`src/rtl/raycast_pkg.sv`:
```
`default_nettype none
// ============================================================================
// Module   : raycast_pkg
// Brief    : Shared widths and sweep state encoding for the ray-casting blocks.
// Revision : 1.0
// ============================================================================
package raycast_pkg;

    localparam int ANGLE_W    = 12;
    localparam int COORD_W    = 12;
    localparam int ANGLE_FULL = 4096;

    typedef enum logic [2:0] {
        S_IDLE    = 3'd0,
        S_ISSUE   = 3'd1,
        S_WAIT    = 3'd2,
        S_PRESENT = 3'd3,
        S_DONE    = 3'd4
    } sweep_state_t;

endpackage
`default_nettype wire

```
`src/rtl/ray_timeout_counter.sv`:
```
`default_nettype none
// ============================================================================
// Module   : ray_timeout_counter
// Brief    : 12-bit wait counter; flags expiry at TIMEOUT_CYCLES-1.
// Revision : 1.0
// ============================================================================
module ray_timeout_counter #(
    parameter int TIMEOUT_CYCLES = 2048
) (
    input  logic        clk,
    input  logic        rst,
    input  logic        i_clear,
    input  logic        i_enable,
    output logic [11:0] o_count,
    output logic        o_expired
);

    localparam logic [11:0] c_LAST = 12'(TIMEOUT_CYCLES - 1);

    logic [11:0] r_count;

    // Holds at the terminal value so expiry stays asserted until cleared.
    always_ff @(posedge clk) begin
        if (rst || i_clear) begin
            r_count <= 12'd0;
        end else if (i_enable && (r_count != c_LAST)) begin
            r_count <= r_count + 12'd1;
        end
    end

    assign o_count   = r_count;
    assign o_expired = (r_count == c_LAST);

endmodule
`default_nettype wire

```
`src/rtl/ray_sweep_controller.sv`:
```
`default_nettype none
// ============================================================================
// Module   : ray_sweep_controller
// Brief    : Issues one wall-finder ray per screen column and presents each
//            result to the column renderer over valid/ready.
// Revision : 1.0
// ============================================================================
module ray_sweep_controller
    import raycast_pkg::*;
#(
    parameter int NUM_COLS       = 128,
    parameter int ANGLE_STEP     = 5,
    parameter int TIMEOUT_CYCLES = 2048
) (
    input  logic               clk,
    input  logic               rst,
    input  logic               i_start_frame,
    input  logic [COORD_W-1:0] i_playerX,
    input  logic [COORD_W-1:0] i_playerY,
    input  logic [ANGLE_W-1:0] i_player_angle,
    output logic [COORD_W-1:0] o_ray_playerX,
    output logic [COORD_W-1:0] o_ray_playerY,
    output logic [ANGLE_W-1:0] o_alpha,
    output logic               o_begin_calc,
    input  logic [COORD_W-1:0] i_wallX,
    input  logic [COORD_W-1:0] i_wallY,
    input  logic               i_wall_found,
    input  logic               i_end_calc,
    output logic               o_col_valid,
    input  logic               i_col_ready,
    output logic [11:0]        o_col_index,
    output logic [COORD_W-1:0] o_col_wallX,
    output logic [COORD_W-1:0] o_col_wallY,
    output logic               o_col_wall_found,
    output logic               o_col_timeout,
    output logic               o_busy,
    output logic               o_frame_done
);

    localparam logic [ANGLE_W-1:0] c_ALPHA_OFFSET = ANGLE_W'(((NUM_COLS / 2) * ANGLE_STEP) % ANGLE_FULL);
    localparam logic [ANGLE_W-1:0] c_STEP         = ANGLE_W'(ANGLE_STEP % ANGLE_FULL);
    localparam logic [11:0]        c_LAST_COL     = 12'(NUM_COLS - 1);

    sweep_state_t       r_state;
    sweep_state_t       w_state_nxt;

    logic [COORD_W-1:0] r_ray_playerX;
    logic [COORD_W-1:0] r_ray_playerY;
    logic [ANGLE_W-1:0] r_alpha;
    logic [11:0]        r_col_index;
    logic [COORD_W-1:0] r_col_wallX;
    logic [COORD_W-1:0] r_col_wallY;
    logic               r_col_wall_found;
    logic               r_col_timeout;

    logic [11:0]        w_tmo_count;
    logic               w_tmo_expired;
    logic               w_in_wait;
    logic               w_accept;
    logic               w_expire;
    logic               w_handshake;
    logic               w_last_col;
    logic               w_begin_calc;
    logic               w_col_valid;
    logic               w_busy;
    logic               w_frame_done;

    ray_timeout_counter #(
        .TIMEOUT_CYCLES (TIMEOUT_CYCLES)
    ) u_timeout (
        .clk       (clk),
        .rst       (rst),
        .i_clear   (r_state == S_ISSUE),
        .i_enable  (w_in_wait),
        .o_count   (w_tmo_count),
        .o_expired (w_tmo_expired)
    );

    // A zero count marks the first WAIT cycle, where a stale done is dropped.
    assign w_in_wait   = (r_state == S_WAIT);
    assign w_accept    = w_in_wait && i_end_calc && (w_tmo_count != 12'd0);
    assign w_expire    = w_in_wait && w_tmo_expired && !w_accept;
    assign w_handshake = (r_state == S_PRESENT) && i_col_ready;
    assign w_last_col  = (r_col_index == c_LAST_COL);

    always_ff @(posedge clk) begin
        if (rst) begin
            r_state <= S_IDLE;
        end else begin
            r_state <= w_state_nxt;
        end
    end

    always_comb begin
        w_state_nxt = r_state;
        case (r_state)
            S_IDLE:    if (i_start_frame) w_state_nxt = S_ISSUE;
            S_ISSUE:   w_state_nxt = S_WAIT;
            S_WAIT:    if (w_accept || w_expire) w_state_nxt = S_PRESENT;
            S_PRESENT: if (i_col_ready) w_state_nxt = w_last_col ? S_DONE : S_ISSUE;
            S_DONE:    w_state_nxt = S_IDLE;
            default:   w_state_nxt = S_IDLE;
        endcase
    end

    always_comb begin
        w_begin_calc = 1'b0;
        w_col_valid  = 1'b0;
        w_frame_done = 1'b0;
        w_busy       = 1'b1;
        case (r_state)
            S_IDLE:    w_busy       = 1'b0;
            S_ISSUE:   w_begin_calc = 1'b1;
            S_PRESENT: w_col_valid  = 1'b1;
            S_DONE:    w_frame_done = 1'b1;
            default:   w_busy       = 1'b1;
        endcase
    end

    always_ff @(posedge clk) begin
        if (rst) begin
            r_ray_playerX    <= '0;
            r_ray_playerY    <= '0;
            r_alpha          <= '0;
            r_col_index      <= '0;
            r_col_wallX      <= '0;
            r_col_wallY      <= '0;
            r_col_wall_found <= 1'b0;
            r_col_timeout    <= 1'b0;
        end else begin
            if ((r_state == S_IDLE) && i_start_frame) begin
                r_ray_playerX <= i_playerX;
                r_ray_playerY <= i_playerY;
                r_alpha       <= i_player_angle - c_ALPHA_OFFSET;
                r_col_index   <= '0;
            end
            if (w_accept) begin
                r_col_wallX      <= i_wallX;
                r_col_wallY      <= i_wallY;
                r_col_wall_found <= i_wall_found;
                r_col_timeout    <= 1'b0;
            end else if (w_expire) begin
                r_col_wallX      <= '0;
                r_col_wallY      <= '0;
                r_col_wall_found <= 1'b0;
                r_col_timeout    <= 1'b1;
            end
            if (w_handshake) begin
                r_col_index <= r_col_index + 12'd1;
                r_alpha     <= r_alpha + c_STEP;
            end
        end
    end

    assign o_ray_playerX    = r_ray_playerX;
    assign o_ray_playerY    = r_ray_playerY;
    assign o_alpha          = r_alpha;
    assign o_begin_calc     = w_begin_calc;
    assign o_col_valid      = w_col_valid;
    assign o_col_index      = r_col_index;
    assign o_col_wallX      = r_col_wallX;
    assign o_col_wallY      = r_col_wallY;
    assign o_col_wall_found = r_col_wall_found;
    assign o_col_timeout    = r_col_timeout;
    assign o_busy           = w_busy;
    assign o_frame_done     = w_frame_done;

endmodule
`default_nettype wire
```
`config.mk`:
```
export PLATFORM = sky130hd
export DESIGN_NAME = ray_sweep_controller
export DESIGN_NICKNAME = d
export VERILOG_FILES = /design/src/rtl/raycast_pkg.sv /design/src/rtl/ray_timeout_counter.sv /design/src/rtl/ray_sweep_controller.sv
export SDC_FILE = /design/constraint.sdc
export NUM_CORES = 1
export LEC_CHECK = 0
export CAP_MARGIN = 20
export CORE_MARGIN = 4
export CORE_UTILIZATION = 40
export DETAILED_ROUTE_END_ITERATION = 8
export PLACE_DENSITY = 0.72
export SLEW_MARGIN = 20
export SYNTH_ARGS = -nofsm -noshare
export SYNTH_HDL_FRONTEND = slang
export SYNTH_SLANG_ARGS = --single-unit
```
`constraint.sdc`:
```
create_clock -name clk -period 1.8 [get_ports clk]
set_input_delay 0.18 -clock clk [delete_from_list [all_inputs] [get_ports clk]]
set_output_delay 0.18 -clock clk [all_outputs]
set_load 0.01 [all_outputs]
```
==> flow_metrics.env <==
export IMPL_status="complete, no violations"
export IMPL_core_area_mm2=0.00942
export IMPL_synth_cells=485
export IMPL_regArea_mm2=0.00179
export IMPL_multi_input_area_mm2=0.00203
export IMPL_yosys_top_cells_area="dfxtp_1 (45%), a21oi_1 (9.2%), nand2_1 (8.7%), nand3_1 (4.5%), clkbuf_1 (2.4%)"
export IMPL_via_count=4119
export IMPL_leakage_nw=2.13
export IMPL_async_flop_share_pct=0
export IMPL_min_period_ns=1.78
export IMPL_chipWidth_um=107
export IMPL_synth_top_family_by_area="simple AND/OR/NAND/NOR gates"
export IMPL_n_antenna_cell=0
export IMPL_required_ns=2.08
export IMPL_synth_warnings=0
export IMPL_crit_path_top_delay_cell="or4_1"
export IMPL_root_buffer="clkbuf_8"
export IMPL_cp_max_fo=4
export IMPL_gp_congestion=0.845
export IMPL_min_period_over_period_pct=99.1
export IMPL_start_util_pct=41.7
export IMPL_totalWireLength_um=11700
export IMPL_clk_pin_slew_ns=0.09
export IMPL_synth_area_mm2=0.00393
export IMPL_maxSlewViolCount=0
export IMPL_clock_skew_ns=0.0105
export IMPL_finalPower_mw=4.36
export IMPL_postPlaceCellArea_mm2=0.00573
export IMPL_synth_seq_cells=89
export IMPL_via_per_inst=5.28
export IMPL_synth_xor_area_share_pct=0.892
export IMPL_overflow=0
export IMPL_rsz0062_at_grt="true"
export IMPL_dieArea_mm2=0.0115
export IMPL_fin_area_mm2=0.00603
export IMPL_nets=717
export IMPL_start_kind="flop"
export IMPL_worstSetupPathType="flop to flop"
export IMPL_worstHoldStart="rst"
export IMPL_cts_htree_levels=3
export IMPL_grt_max_degree=62
export IMPL_synth_flop_cell="dfxtp_1"
export IMPL_finalSetupTns_ns=0
export IMPL_ios=144
export IMPL_drcViolationCount=0
export IMPL_area_growth_pct=53.4
export IMPL_drive_gt1_share_pct=11.4
export IMPL_ctsLongestPathBuffers=2
export IMPL_power_density_mw_per_mm2=723
export IMPL_grt_pass1_vias=4063
export IMPL_yosysTopAreaCellShare_pct=45.4
export IMPL_io_buffers=143
export IMPL_hp_class="primary input to flop"
export IMPL_drtIter0Drc=193
export IMPL_synth_top_cell_by_area="dfxtp_1"
export IMPL_max_vdd_ir_drop_mv=0.340
export IMPL_wl_per_cell_um=14.9
export IMPL_n_fill_cell=838
export IMPL_grt_pass1_wl_um=18800
export IMPL_rows=35
export IMPL_die_height_um=107
export IMPL_firstDrtPassIters=4
export IMPL_synth_edf_count=0
export IMPL_layout_setup_ws_ns=0.0158
export IMPL_hold_viol=0
export IMPL_regToRegStartpoint="r_state[2]$_SDFFE_PP0P_"
export IMPL_end_kind="flop"
export IMPL_ant_nets=0
export IMPL_fmax_ghz=0.560
export IMPL_yosysSeqAreaShare_pct=45.4
export IMPL_numClockSinks=89
export IMPL_synth_compound_area_share_pct=21.1
export IMPL_synth_fa_ha_area_share_pct=1.59
export IMPL_max_stage_delay_ns=0.50
export IMPL_synthTopCellsByCount="nand2_1 (91), dfxtp_1 (89), a21oi_1 (72)"
export IMPL_worstPathCellList="or3b_4 > or3_4 > or4_1 > a21oi_2"
export IMPL_yosysMostFrequentCell="nand2_1"
export IMPL_startpoint="r_state[2]$_SDFFE_PP0P_"
export IMPL_hpwl_um=8480
export IMPL_tightestPinTransition_ns=0.418
export IMPL_max_slew_margin_pct=71.9
export IMPL_synth_net_count=556
export IMPL_synthMuxAreaShare_pct=0
export IMPL_cts_buffers=9
export IMPL_ys_types=56
export IMPL_syn_avg_cell_area_um2=8.10
export IMPL_track_usage_pct=19.9
export IMPL_drv_cap=0
export IMPL_antenna_found_initial=0
export IMPL_clk_latency_ns=0.35
export IMPL_setup_violations_final=0
export IMPL_synthSimpleGateAreaFrac_pct=26.4
export IMPL_cp_arrival_ns=2.07
export IMPL_place_ws_ns=-0.139
export IMPL_cts_tree="done"
-- final cells by class --
type	instances	share of cell area, %
clock buffers	12	2.41
flip-flops and latches	89	29.6
multi-input cells	351	33.7
inverters	11	0.685
repair buffers	184	29.6
well taps	129	2.68
clock inverters	4	1.27
-- layer usage --
| metal | wire, um | global-route usage, % |
|---|---|---|
| met3 | 1030 | 8.49 |
| met5 | 0 | 0 |
| met4 | 95 | 4.84 |
| met2 | 5730 | 34.7 |
| met1 | 4800 | 22.4 |
-- metrics by stage --
step           utilization [%]  hold slack, ns  instances
3_3_place_gp              60.9           0.441        763
3_5_place_dp              60.9           0.450        763
6_report                  64.0           0.252        780
4_1_cts                   63.3           0.234        779
5_1_grt                   64.0           0.253        780
2_1_floorplan                -           0.290        485
-- flip-flops by register name (all words and copies together), names as in the netlist --
register / cells
o_alpha: 12
o_col_index: 12
o_col_timeout: 1
u_timeout.o_count: 12
o_ray_playerX: 12
o_col_wallY: 12
r_state: 3
o_ray_playerY: 12
o_col_wall_found: 1
o_col_wallX: 12
-- worst max-delay path: cells and delay by family, from the launching register on --
| kind | cells | cell delay, ns |
|---|---|---|
| AND/OR/NAND/NOR | 3 | 1.27 |
| AO/OA/AOI/OAI | 1 | 0.13 |
| flip-flops | 1 | 0.32 |
-- placed cells by master (no fill, tap or decap), types with 6 or more instances in the layout --
master / instances
inv_1: 11
buf_4: 32
or4_1: 9
nand4_1: 7
and3_1: 6
o31ai_1: 7
clkbuf_8: 10
clkdlybuf4s50_1: 138
nor2_1: 16
nor3_1: 9
buf_6: 6
a311oi_1: 7
nand2_1: 91
o21ai_0: 13
nand3_1: 34
a21oi_1: 70
dfxtp_1: 86
-- cell families after synthesis --
group           after synthesis
simple gates                208
compound gates              134
flops                        89
buf+inv                      45
fa+ha+maj                     5
xor+xnor                      4
-- final timing paths --
check	endpoint	slack [ns]	cells after the start
setup / recovery	u_timeout.o_count[10]$_SDFFE_PP0P_	0.02	4
hold / removal	o_alpha[4]$_SDFFE_PP0P_	0.25	2
setup reg to reg	u_timeout.o_count[10]$_SDFFE_PP0P_	0.02	4
hold reg to reg	o_ray_playerX[6]$_SDFFE_PP0P_	0.46	2
-- power breakdown --
group / total, mW / internal, mW / switching, mW
registers: 2.10 / 2.04 / 0.0604
clock network: 1.51 / 0.824 / 0.683
logic: 0.745 / 0.417 / 0.329
total: 4.36 / 3.28 / 1.07
-- repair_timing --
action,CTS,global route
endpoints found under the setup margin,7,57
hold buffers,0,0
pin swaps,1,4
buffers inserted,0,1
gates resized for setup,8,18
Power figures use the tool's default switching activity.
